## config.mk

```make
export PLATFORM = sky130hd
export DESIGN_NAME = tiny_rv_decode_q_flat
export DESIGN_NICKNAME = d
export VERILOG_FILES = /design/src/rtl/tiny_rv_decode_q_if.sv /design/src/rtl/tiny_rv_decode_q.sv /design/src/flat_wrapper.sv
export SDC_FILE = /design/constraint.sdc
export NUM_CORES = 1
export LEC_CHECK = 0
export ABC_AREA = 0
export BUFFER_PORTS_ARGS = -buffer_cell sky130_fd_sc_hd__buf_2
export CORE_MARGIN = 2
export CORE_UTILIZATION = 49
export CTS_CLUSTER_DIAMETER = 150
export CTS_CLUSTER_SIZE = 30
export DETAILED_ROUTE_END_ITERATION = 6
export PLACE_DENSITY_LB_ADDON = 0.05
export SYNTH_ARGS = -nofsm -noshare
export SYNTH_HDL_FRONTEND = slang
export SYNTH_SLANG_ARGS = --single-unit
```

## constraint.sdc

```tcl
create_clock -name i_clk -period 5.2 [get_ports i_clk]
set_input_delay 1.56 -clock i_clk [delete_from_list [all_inputs] [get_ports i_clk]]
set_output_delay 1.56 -clock i_clk [all_outputs]
set_load 0.05 [all_outputs]
```

## src/rtl/tiny_rv_decode_q_if.sv

```systemverilog
// Fetch-side and execute-side handshakes for the tiny_rv decode queue.
// master drives fetch offers and execute readiness; slave is the decode stage.
interface tiny_rv_decode_q_if #(
    parameter int PC_WIDTH = 32,
    parameter int CNT_W    = 2
);
    logic                fetch_valid;
    logic                fetch_ready;
    logic [PC_WIDTH-1:0] fetch_pc;
    logic [31:0]         fetch_inst;
    logic                decode_valid;
    logic                decode_ready;
    logic [PC_WIDTH-1:0] decode_pc;
    logic [31:0]         decode_inst;
    logic [31:0]         decode_imm32;
    logic [6:0]          decode_opcode;
    logic [2:0]          decode_funct3;
    logic [6:0]          decode_funct7;
    logic [4:0]          decode_rs1;
    logic [4:0]          decode_rs2;
    logic [4:0]          decode_rd;
    logic [2:0]          decode_fmt;
    logic                decode_illegal;
    logic [CNT_W-1:0]    decode_count;

    modport master (
        output fetch_valid, fetch_pc, fetch_inst, decode_ready,
        input  fetch_ready, decode_valid, decode_pc, decode_inst, decode_imm32,
               decode_opcode, decode_funct3, decode_funct7, decode_rs1,
               decode_rs2, decode_rd, decode_fmt, decode_illegal, decode_count
    );

    modport slave (
        input  fetch_valid, fetch_pc, fetch_inst, decode_ready,
        output fetch_ready, decode_valid, decode_pc, decode_inst, decode_imm32,
               decode_opcode, decode_funct3, decode_funct7, decode_rs1,
               decode_rs2, decode_rd, decode_fmt, decode_illegal, decode_count
    );
endinterface

```

## src/rtl/tiny_rv_decode_q.sv

```systemverilog
// RV32I decode stage: decodes the offered instruction combinationally and
// queues the result in a DEPTH-entry in-order FIFO toward execute.
module tiny_rv_decode_q #(
    parameter int DEPTH      = 2,
    parameter int PC_WIDTH   = 32,
    parameter bit EN_ILLEGAL = 1'b1
) (
    input  logic              i_clk,
    input  logic              i_reset_n,
    input  logic              i_flush,
    tiny_rv_decode_q_if.slave bus
);
    localparam int CNT_W = $clog2(DEPTH + 1);
    localparam int PTR_W = (DEPTH > 1) ? $clog2(DEPTH) : 1;

    localparam logic [6:0] OPC_LOAD   = 7'b0000011;
    localparam logic [6:0] OPC_OPIMM  = 7'b0010011;
    localparam logic [6:0] OPC_JALR   = 7'b1100111;
    localparam logic [6:0] OPC_SYSTEM = 7'b1110011;
    localparam logic [6:0] OPC_FENCE  = 7'b0001111;
    localparam logic [6:0] OPC_STORE  = 7'b0100011;
    localparam logic [6:0] OPC_BRANCH = 7'b1100011;
    localparam logic [6:0] OPC_LUI    = 7'b0110111;
    localparam logic [6:0] OPC_AUIPC  = 7'b0010111;
    localparam logic [6:0] OPC_JAL    = 7'b1101111;
    localparam logic [6:0] OPC_OP     = 7'b0110011;

    localparam logic [2:0] FMT_R = 3'd0;
    localparam logic [2:0] FMT_I = 3'd1;
    localparam logic [2:0] FMT_S = 3'd2;
    localparam logic [2:0] FMT_B = 3'd3;
    localparam logic [2:0] FMT_U = 3'd4;
    localparam logic [2:0] FMT_J = 3'd5;
    localparam logic [2:0] FMT_X = 3'd7;

    typedef struct packed {
        logic [PC_WIDTH-1:0] pc;
        logic [31:0]         inst;
        logic [31:0]         imm;
        logic [2:0]          fmt;
        logic                ill;
    } entry_t;

    entry_t           mem_q [DEPTH];
    entry_t           dec;
    entry_t           head;
    logic [PTR_W-1:0] head_q, head_d, tail_q, tail_d;
    logic [CNT_W-1:0] count_q, count_d;
    logic             push, pop, legal, valid;

    logic [31:0] in;
    logic [6:0]  opc, f7;
    logic [2:0]  f3;
    logic [31:0] imm_i, imm_s, imm_b, imm_u, imm_j;

    assign in    = bus.fetch_inst;
    assign opc   = in[6:0];
    assign f3    = in[14:12];
    assign f7    = in[31:25];
    assign imm_i = {{20{in[31]}}, in[31:20]};
    assign imm_s = {{20{in[31]}}, in[31:25], in[11:7]};
    assign imm_b = {{19{in[31]}}, in[31], in[7], in[30:25], in[11:8], 1'b0};
    assign imm_u = {in[31:12], 12'b0};
    assign imm_j = {{11{in[31]}}, in[31], in[19:12], in[20], in[30:21], 1'b0};

    always_comb begin
        dec      = '0;
        dec.pc   = bus.fetch_pc;
        dec.inst = in;
        dec.fmt  = FMT_X;
        legal    = 1'b1;
        case (opc)
            OPC_LOAD: begin
                dec.fmt = FMT_I;
                dec.imm = imm_i;
                legal   = !(f3 inside {3'b011, 3'b110, 3'b111});
            end
            OPC_OPIMM: begin
                dec.fmt = FMT_I;
                dec.imm = imm_i;
                legal   = !((f3 == 3'b001 && f7 != 7'b0) ||
                            (f3 == 3'b101 && !(f7 == 7'b0 || f7 == 7'b0100000)));
            end
            OPC_JALR: begin
                dec.fmt = FMT_I;
                dec.imm = imm_i;
                legal   = (f3 == 3'b000);
            end
            OPC_SYSTEM, OPC_FENCE: begin
                dec.fmt = FMT_I;
                dec.imm = imm_i;
            end
            OPC_STORE: begin
                dec.fmt = FMT_S;
                dec.imm = imm_s;
                legal   = (f3 <= 3'b010);
            end
            OPC_BRANCH: begin
                dec.fmt = FMT_B;
                dec.imm = imm_b;
                legal   = !(f3 inside {3'b010, 3'b011});
            end
            OPC_LUI, OPC_AUIPC: begin
                dec.fmt = FMT_U;
                dec.imm = imm_u;
            end
            OPC_JAL: begin
                dec.fmt = FMT_J;
                dec.imm = imm_j;
            end
            OPC_OP: begin
                dec.fmt = FMT_R;
                legal   = (f7 == 7'b0) ||
                          (f7 == 7'b0100000 && (f3 == 3'b000 || f3 == 3'b101));
            end
            // Unlisted opcodes, including any with inst[1:0] != 2'b11.
            default: legal = 1'b0;
        endcase
        dec.ill = EN_ILLEGAL && !legal;
    end

    function automatic logic [PTR_W-1:0] wrap_inc(input logic [PTR_W-1:0] p);
        return (p == PTR_W'(DEPTH - 1)) ? '0 : p + 1'b1;
    endfunction

    // Full queue may still accept when execute drains the head this cycle.
    assign bus.fetch_ready = i_reset_n && !i_flush &&
                             ((count_q < CNT_W'(DEPTH)) || bus.decode_ready);
    assign valid = (count_q != '0);
    assign push  = bus.fetch_valid && bus.fetch_ready;
    assign pop   = valid && bus.decode_ready && !i_flush;

    always_comb begin
        head_d  = head_q;
        tail_d  = tail_q;
        count_d = count_q;
        if (i_flush) begin
            head_d  = '0;
            tail_d  = '0;
            count_d = '0;
        end else begin
            if (push) tail_d = wrap_inc(tail_q);
            if (pop)  head_d = wrap_inc(head_q);
            case ({push, pop})
                2'b10:   count_d = count_q + 1'b1;
                2'b01:   count_d = count_q - 1'b1;
                default: count_d = count_q;
            endcase
        end
    end

    always_ff @(posedge i_clk or negedge i_reset_n) begin
        if (!i_reset_n) begin
            head_q  <= '0;
            tail_q  <= '0;
            count_q <= '0;
        end else begin
            head_q  <= head_d;
            tail_q  <= tail_d;
            count_q <= count_d;
        end
    end

    always_ff @(posedge i_clk) begin
        if (push) mem_q[tail_q] <= dec;
    end

    assign head = valid ? mem_q[head_q] : '0;

    assign bus.decode_valid   = valid;
    assign bus.decode_pc      = head.pc;
    assign bus.decode_inst    = head.inst;
    assign bus.decode_imm32   = head.imm;
    assign bus.decode_opcode  = head.inst[6:0];
    assign bus.decode_funct3  = head.inst[14:12];
    assign bus.decode_funct7  = head.inst[31:25];
    assign bus.decode_rs1     = head.inst[19:15];
    assign bus.decode_rs2     = head.inst[24:20];
    assign bus.decode_rd      = head.inst[11:7];
    assign bus.decode_fmt     = head.fmt;
    assign bus.decode_illegal = head.ill;
    assign bus.decode_count   = count_q;
endmodule

```

## src/flat_wrapper.sv

```systemverilog
// flat-port wrapper written by rule: the top's interface ports become plain ports
module tiny_rv_decode_q_flat 
#(
    parameter int DEPTH      = 2,
    parameter int PC_WIDTH   = 32,
    parameter bit EN_ILLEGAL = 1'b1
)
  (i_clk, i_reset_n, i_flush, bus_fetch_valid, bus_fetch_pc, bus_fetch_inst, bus_decode_ready, bus_fetch_ready, bus_decode_valid, bus_decode_pc, bus_decode_inst, bus_decode_imm32, bus_decode_opcode, bus_decode_funct3, bus_decode_funct7, bus_decode_rs1, bus_decode_rs2, bus_decode_rd, bus_decode_fmt, bus_decode_illegal, bus_decode_count);
  tiny_rv_decode_q_if #(.PC_WIDTH(PC_WIDTH), .CNT_W((2))) bus_i ();
  input  logic i_clk;
  input  logic i_reset_n;
  input  logic i_flush;
  input wire logic [$bits(bus_i.fetch_valid)-1:0] bus_fetch_valid;
  input wire logic [$bits(bus_i.fetch_pc)-1:0] bus_fetch_pc;
  input wire logic [$bits(bus_i.fetch_inst)-1:0] bus_fetch_inst;
  input wire logic [$bits(bus_i.decode_ready)-1:0] bus_decode_ready;
  output wire logic [$bits(bus_i.fetch_ready)-1:0] bus_fetch_ready;
  output wire logic [$bits(bus_i.decode_valid)-1:0] bus_decode_valid;
  output wire logic [$bits(bus_i.decode_pc)-1:0] bus_decode_pc;
  output wire logic [$bits(bus_i.decode_inst)-1:0] bus_decode_inst;
  output wire logic [$bits(bus_i.decode_imm32)-1:0] bus_decode_imm32;
  output wire logic [$bits(bus_i.decode_opcode)-1:0] bus_decode_opcode;
  output wire logic [$bits(bus_i.decode_funct3)-1:0] bus_decode_funct3;
  output wire logic [$bits(bus_i.decode_funct7)-1:0] bus_decode_funct7;
  output wire logic [$bits(bus_i.decode_rs1)-1:0] bus_decode_rs1;
  output wire logic [$bits(bus_i.decode_rs2)-1:0] bus_decode_rs2;
  output wire logic [$bits(bus_i.decode_rd)-1:0] bus_decode_rd;
  output wire logic [$bits(bus_i.decode_fmt)-1:0] bus_decode_fmt;
  output wire logic [$bits(bus_i.decode_illegal)-1:0] bus_decode_illegal;
  output wire logic [$bits(bus_i.decode_count)-1:0] bus_decode_count;
  assign bus_i.fetch_valid = bus_fetch_valid;
  assign bus_i.fetch_pc = bus_fetch_pc;
  assign bus_i.fetch_inst = bus_fetch_inst;
  assign bus_i.decode_ready = bus_decode_ready;
  assign bus_fetch_ready = bus_i.fetch_ready;
  assign bus_decode_valid = bus_i.decode_valid;
  assign bus_decode_pc = bus_i.decode_pc;
  assign bus_decode_inst = bus_i.decode_inst;
  assign bus_decode_imm32 = bus_i.decode_imm32;
  assign bus_decode_opcode = bus_i.decode_opcode;
  assign bus_decode_funct3 = bus_i.decode_funct3;
  assign bus_decode_funct7 = bus_i.decode_funct7;
  assign bus_decode_rs1 = bus_i.decode_rs1;
  assign bus_decode_rs2 = bus_i.decode_rs2;
  assign bus_decode_rd = bus_i.decode_rd;
  assign bus_decode_fmt = bus_i.decode_fmt;
  assign bus_decode_illegal = bus_i.decode_illegal;
  assign bus_decode_count = bus_i.decode_count;
  tiny_rv_decode_q #(.DEPTH(DEPTH), .PC_WIDTH(PC_WIDTH), .EN_ILLEGAL(EN_ILLEGAL)) u_core (.i_clk(i_clk), .i_reset_n(i_reset_n), .i_flush(i_flush), .bus(bus_i));
endmodule
```

==> results.md, run 1 <==
- Status: finished clean
- Die width: 138 um
- Number of flops mapped to enable cells by yosys: 200
- Sequential-to-total area share from yosys stat: 0.696
- Number of library cell types mapped by synthesis: 47
- Detailed Route WL: 18.0 mm
- Hold WC Path Type: flop to flop
- DRC viols: 0
- Compound-Gate Fraction of Synth Area: 0.0492
- Average cell area after synthesis: 14.3 um^2
- Row Count: 48
- RSZ-0062 raised after global routing: no
- GPL Wtd Cong: 0.811
- CTS tree: yes
- Startpoint Class: primary input
- Post-DR vias/cell: 5.31
- Crit path max fanout: 7
- Xor-xnor portion of the synthesized cell area: 0.00299
- Fin nets: 839
- Final Hold Vio Count: 0
- Syn Nets: 681
- Antenna Nets Post-Route: 0
- CTS HTree Levels: 1
- Kind of critical path: primary input to output port
- Max-Cap Viols: 0
- Clock slew at the register clock pins of the worst setup and hold paths: 0.11 ns
- Post-synthesis adder-cell area fraction: 0
- Post-Syn Area: 8770 um^2
- Prevailing post-synth register cell: edfxtp_1
- Final setup fails: 0
- Post-CTS Setup Bufs: 0
- Peak VDD IR: 0.000287 V
- Critical Path RT: 3.64 ns
- Relative slew slack: 0.320
- Antenna cells: 0
- Cell Pwr Density: 315 nW/um^2
- Total CTS buffers: 10
- FF+latch count, synth: 204
- Initial core utilization: 0.504
- Worst Skew: 0.0199 ns
- Remaining Overflow, GRT: 0
- Share of post-route cells with drive strength above 1: 0.307
- First-pass GRT wire length: 26.8 mm
- Dpl cells: 983
- Simple-Gate Fraction of Synth Area: 0.0880
- Sink Count: 204
- Die ar.: 19000 um^2
- Clock Path Buffers: 3
- P_leak: 0.00381 uW
- Cells after synthesis: 612
- Largest net degree at the start of global routing: 77
- # IOs: 205
- DRT Pass-1 Iters: 4
- Synth Warn #: 0
- Crit path time final: 3.94 ns
- Layout area overhead: 15.0%
- Total core area: 17400 um^2
- DR iter-0 viols: 354
- Largest family of logic cells by synthesized area: multiplexers
- Final non-filler cell total: 999
- Mux cell area share after synthesis: 0.116
- Final Max Slew Viols: 0
- WL per Instance: 18.0 um
- Ys async rst share: 0.0196
- Worst setup EP type: output port
- Slew @ Worst Pin: 1.02 ns
- Worst EP arrival: 2.38 ns
- Setup TNS: 0 ns
- Total GRT Usage: 0.183
- Vias in the first global route: 5184
- Port bufs: 204
- CTS root buf: clkbuf_16
- Initial antenna violation count: 1
- Hpwl dp: 11.8 mm
- Fmax: 254 MHz
- Hold-fix buffers, CTS: 0
- Worst-Skew Late Latency: 0.46 ns
- Vias: 5301
- Fin crit share: 0.757
- Chip height: 138 um
- Post-CTS sizing: 0
Yosys cell counts, drive strengths merged, types with 5 or more instances:
cell,instances,area (um^2)
inv,5,18.8
and3,5,31.3
nand2b,5,31.3
a21o,12,90.1
edfxtp,200,6010
nand2,20,75.1
nor2,109,409
clkbuf,15,56.3
buf,50,342
o21ai,21,105
mux2i,101,1010
a21oi,8,43.8
and2,7,43.8
area by class of cell:
type	instances	area (um^2)
Timing Repair Buffer	211	1110
Tap cell	225	282
Sequential cell	204	6110
Clock buffer	15	290
Inverter	5	18.8
Fill cell	1461	7320
Multi-Input combinational cell	338	2270
Clock inverter	1	8.76
layout by cell type (no fill, tap or decap), types with 5 or more instances in the layout:
master	Yosys	final
and2_1	7	7
a21oi_1	7	7
edfxtp_1	200	200
inv_1	5	5
buf_2	15	204
clkbuf_16	0	11
nand2b_1	5	5
mux2i_1	101	101
nor2_1	109	107
a21o_1	12	12
o21ai_0	21	21
nand2_1	20	20
critical path, stage by stage:
cell and delay (ns):
buf_2 0.16, nor3b_1 0.33, buf_2 0.33
state kept, by name (all words and copies together) (netlist names):
name	count
u_core.bus.decode_count	2
u_core.mem_q	200
u_core.tail_q	1
u_core.head_q	1
cells by family after synthesis:
| group | count (synthesis) |
|---|---|
| flops | 204 |
| simple gates | 170 |
| mux | 102 |
| buf+inv | 70 |
| compound gates | 63 |
| xor+xnor | 3 |
power by group:
group | leakage (uW) | total (uW) | switching (uW) | internal [uW]
Combinational | 0.00184 | 448 | 333 | 115
Clock | 0.000144 | 873 | 477 | 396
Sequential | 0.00183 | 1860 | 14.9 | 1840
Total | 0.00381 | 3180 | 825 | 2350
routing by layer:
| layer | global-route usage | share of wire | wire [um] | vias to the layer above |
|---|---|---|---|---|
| met5 | 0 | 0.00061 | 11 | - |
| met4 | 0.0420 | 0.019 | 334 | 2 |
| met3 | 0.0305 | 0.063 | 1130 | 23 |
| met2 | 0.331 | 0.50 | 9060 | 167 |
| met1 | 0.230 | 0.41 | 7460 | 2584 |
| li1 | - | - | - | 2525 |
through the flow:
| stage | area (um^2) | total power [uW] | util | hold WS, ns | setup slack, ns |
|---|---|---|---|---|---|
| CTS | 10100 | 3210 | 0.579 | 0.610 | 1.26 |
| detailed placement | 9790 | 2350 | 0.562 | 0.594 | 1.27 |
| finish | 10100 | 3180 | 0.579 | 0.596 | 1.26 |
| global route | 10100 | 3290 | 0.579 | 0.661 | 1.18 |
| floorplan | 8780 | 2230 | - | 0.515 | 0.0772 |
| global placement | 9790 | 2340 | 0.562 | 0.547 | 1.29 |
path summary, 6_finish.rpt:
check                           slack (ns)  cells past startpoint                       endpoint                              startpoint
worst min register to register        0.60                      1      u_core.tail_q$_DFFE_PN0P_               u_core.tail_q$_DFFE_PN0P_
worst min-delay path                  0.60                      1      u_core.tail_q$_DFFE_PN0P_               u_core.tail_q$_DFFE_PN0P_
max in group asynchronous             4.14                      1      u_core.head_q$_DFFE_PN0P_                               i_reset_n
min in group asynchronous             0.90                      1      u_core.tail_q$_DFFE_PN0P_                               i_reset_n
worst max-delay path                  1.26                      3                bus_fetch_ready                               i_reset_n
worst max register to register        2.77                      5  u_core.mem_q[0][57]$_DFFE_PP_  u_core.bus.decode_count[1]$_DFFE_PN0P_
(Power assumes the default switching activity.)
==> inputs of run 2 (changes only) <==
CORE_UTILIZATION = 50   (was 49)
clock period = 3.7 ns   (was 5.2 ns; I/O delays follow)
==> results.md, run 2 (synthesis gave the netlist of run 1 again) <==
- # IOs: 205 (unchanged)
- Final Hold Vio Count: 0 (unchanged)
- Status: finished clean
- Met2 Wirelength: 9.10 mm (+0.49%)
- CTS HTree Levels: 1 (unchanged)
- Most common cell after layout, fill and taps aside: buf_2
- Relative slew slack: 0.433 (+0.113)
- Hold WC Path Type: primary input to async pin
- Max reg flops: 200 (unchanged)
- CP max-delay cell: dfrtp_4
- DR WL met3: 1.02 mm (-10%)
- DRT Pass-1 Iters: 5 (+1)
- Crit path time final: 3.36 ns
- Filler instances: 1415 (-3.1%)
- Total core area: 17200 um^2 (-1.0%)
- Antenna Nets Post-Route: 0 (unchanged)
- Die width: 136 um (-0.98%)
- GPL Wtd Cong: 0.858 (+5.7%)
- Dpl cells: 986 (+0.31%)
- M1 WL: 7.17 mm (-3.9%)
- Kind of critical path: flop to output port
- Final non-filler cell total: 1000 (+0.10%)
- Slowest cell delay on critical path: 0.65 ns (+0.32 ns)
- Initial core utilization: 0.509 (+0.00527)
- Fin util: 0.588 (+0.00889)
- Top Layer Used: met5
- Cell Pwr Density: 438 nW/um^2 (+39%)
- Startpoint Class: flop
- Clock slew at the register clock pins of the worst setup and hold paths: 0.11 ns (about the same)
- DRC viols: 0 (unchanged)
- Critical Path RT: 2.59 ns (-1.05 ns)
- Reg with most FFs: u_core.mem_q
- Hold-fix buffers, CTS: 0 (unchanged)
- Worst-Skew Late Latency: 0.47 ns (about the same)
- Remaining Overflow, GRT: 0 (unchanged)
- Final Max Slew Viols: 0 (unchanged)
- Sink Count: 204 (unchanged)
- Detailed Route WL: 17.6 mm (-2.2%)
- Slew @ Worst Pin: 0.848 ns (-0.172 ns)
- Critical Path, Cell by Cell: buf_4 > mux2i_1 > nor2_1 > buf_2
- Largest net degree at the start of global routing: 101 (+31%)
- Layout area overhead: 15.6%
- Initial antenna violation count: 2 (+1)
- Antenna cells: 0 (unchanged)
- Post-CTS Setup Bufs: 0 (unchanged)
- Pre-CTS setup slack: 0.750 ns (-0.516 ns)
- Fin nets: 842 (+0.36%)
- P_leak: 0.00382 uW (+0.41%)
- Vias: 5264 (-0.70%)
- Fin crit share: 0.907
- RSZ-0062 raised after global routing: no
- Share of post-route cells with drive strength above 1: 0.315 (+0.00735)
- DR iter-0 viols: 367 (+3.7%)
- Max-Cap Viols: 0 (unchanged)
- Hpwl dp: 11.6 mm (-1.0%)
- Worst setup EP type: output port
- Clock Path Buffers: 3 (unchanged)
- DP Area: 9850 um^2 (+0.57%)
- First-pass GRT wire length: 26.8 mm (+0.16%)
- Row Count: 48 (unchanged)
- Die ar.: 18600 um^2 (-1.9%)
- CTS tree: yes
- Worst EP arrival: 2.25 ns (-0.13 ns)
- Most frequent cells in the layout: buf_2, edfxtp_1, nor2_1, mux2i_1, o21ai_0
- Post-CTS sizing: 0 (unchanged)
- Total CTS buffers: 10 (unchanged)
- Chip height: 136 um (-0.98%)
- Final setup fails: 0 (unchanged)
- Vias in the first global route: 5171 (-0.25%)
- Worst Skew: 0.0203 ns (+0.000338 ns)
- Crit path max fanout: 30 (+23)
- Total GRT Usage: 0.185 (+0.00255)
- CTS root buf: clkbuf_16
- Final Instance Area: 10100 um^2 (+0.48%)
- Final WS setup: 0.344 ns (-0.921 ns)
- WL per Instance: 17.6 um (-2.3%)
- Port bufs: 204 (unchanged)
- Fmax: 298 MHz
- Post-DR vias/cell: 5.26 (-0.80%)
- Peak VDD IR: 0.000410 V (+43%)
## run 2: layer usage
| layer | global-route usage | vias up |
|---|---|---|
| met5 | 0 | - |
| met4 | 0.0417 | 4 |
| met3 | 0.0309 | 21 |
| met2 | 0.341 | 149 |
| met1 | 0.227 | 2564 |
| li1 | - | 2526 |
## run 2: worst max-delay path: cells and delay by family, from the launching register on
| kind | cells | cell delay (ns) |
|---|---|---|
| buf+inv | 2 | 0.81 |
| mux | 1 | 0.14 |
| simple gates | 1 | 0.16 |
| flops | 1 | 0.65 |
## run 2: final timing paths
check	startpoint	to	slack (ns)	depth (start not counted)
max in group asynchronous	i_reset_n	u_core.head_q$_DFFE_PN0P_	3.10	1
max reg2reg	u_core.bus.decode_count[1]$_DFFE_PN0P_	u_core.mem_q[1][69]$_DFFE_PP_	1.68	4
min in group i_clk	u_core.tail_q$_DFFE_PN0P_	u_core.tail_q$_DFFE_PN0P_	0.58	1
min	i_reset_n	u_core.head_q$_DFFE_PN0P_	0.44	1
min reg2reg	u_core.tail_q$_DFFE_PN0P_	u_core.tail_q$_DFFE_PN0P_	0.58	1
max	u_core.head_q$_DFFE_PN0P_	bus_decode_imm32[20]	0.34	4
## run 2: where the power goes
group	internal, uW	switching (uW)
clock network	548	659
registers	2590	18.8
logic	164	467
## run 2: final cells by class
class                   count  area, um^2  share of cell area
multi-input cells         338        2290               0.226
clock buffers              13         283              0.0279
repair buffers            214        1150               0.113
well taps                 225         282              0.0278
inverters                   5        18.8             0.00185
flip-flops and latches    204        6110               0.602
clock inverters             1        8.76            0.000864
## run 2: stage by stage
stage / hold slack, ns / setup TNS (ns) / power (uW)
after floorplan: 0.516 / -10.09 / 3130
after global placement: 0.557 / 0 / 3290
after detailed placement: 0.569 / 0 / 3300
after CTS: 0.435 / 0 / 4490
after global routing: 0.425 / 0 / 4600
final: 0.442 / 0 / 4440
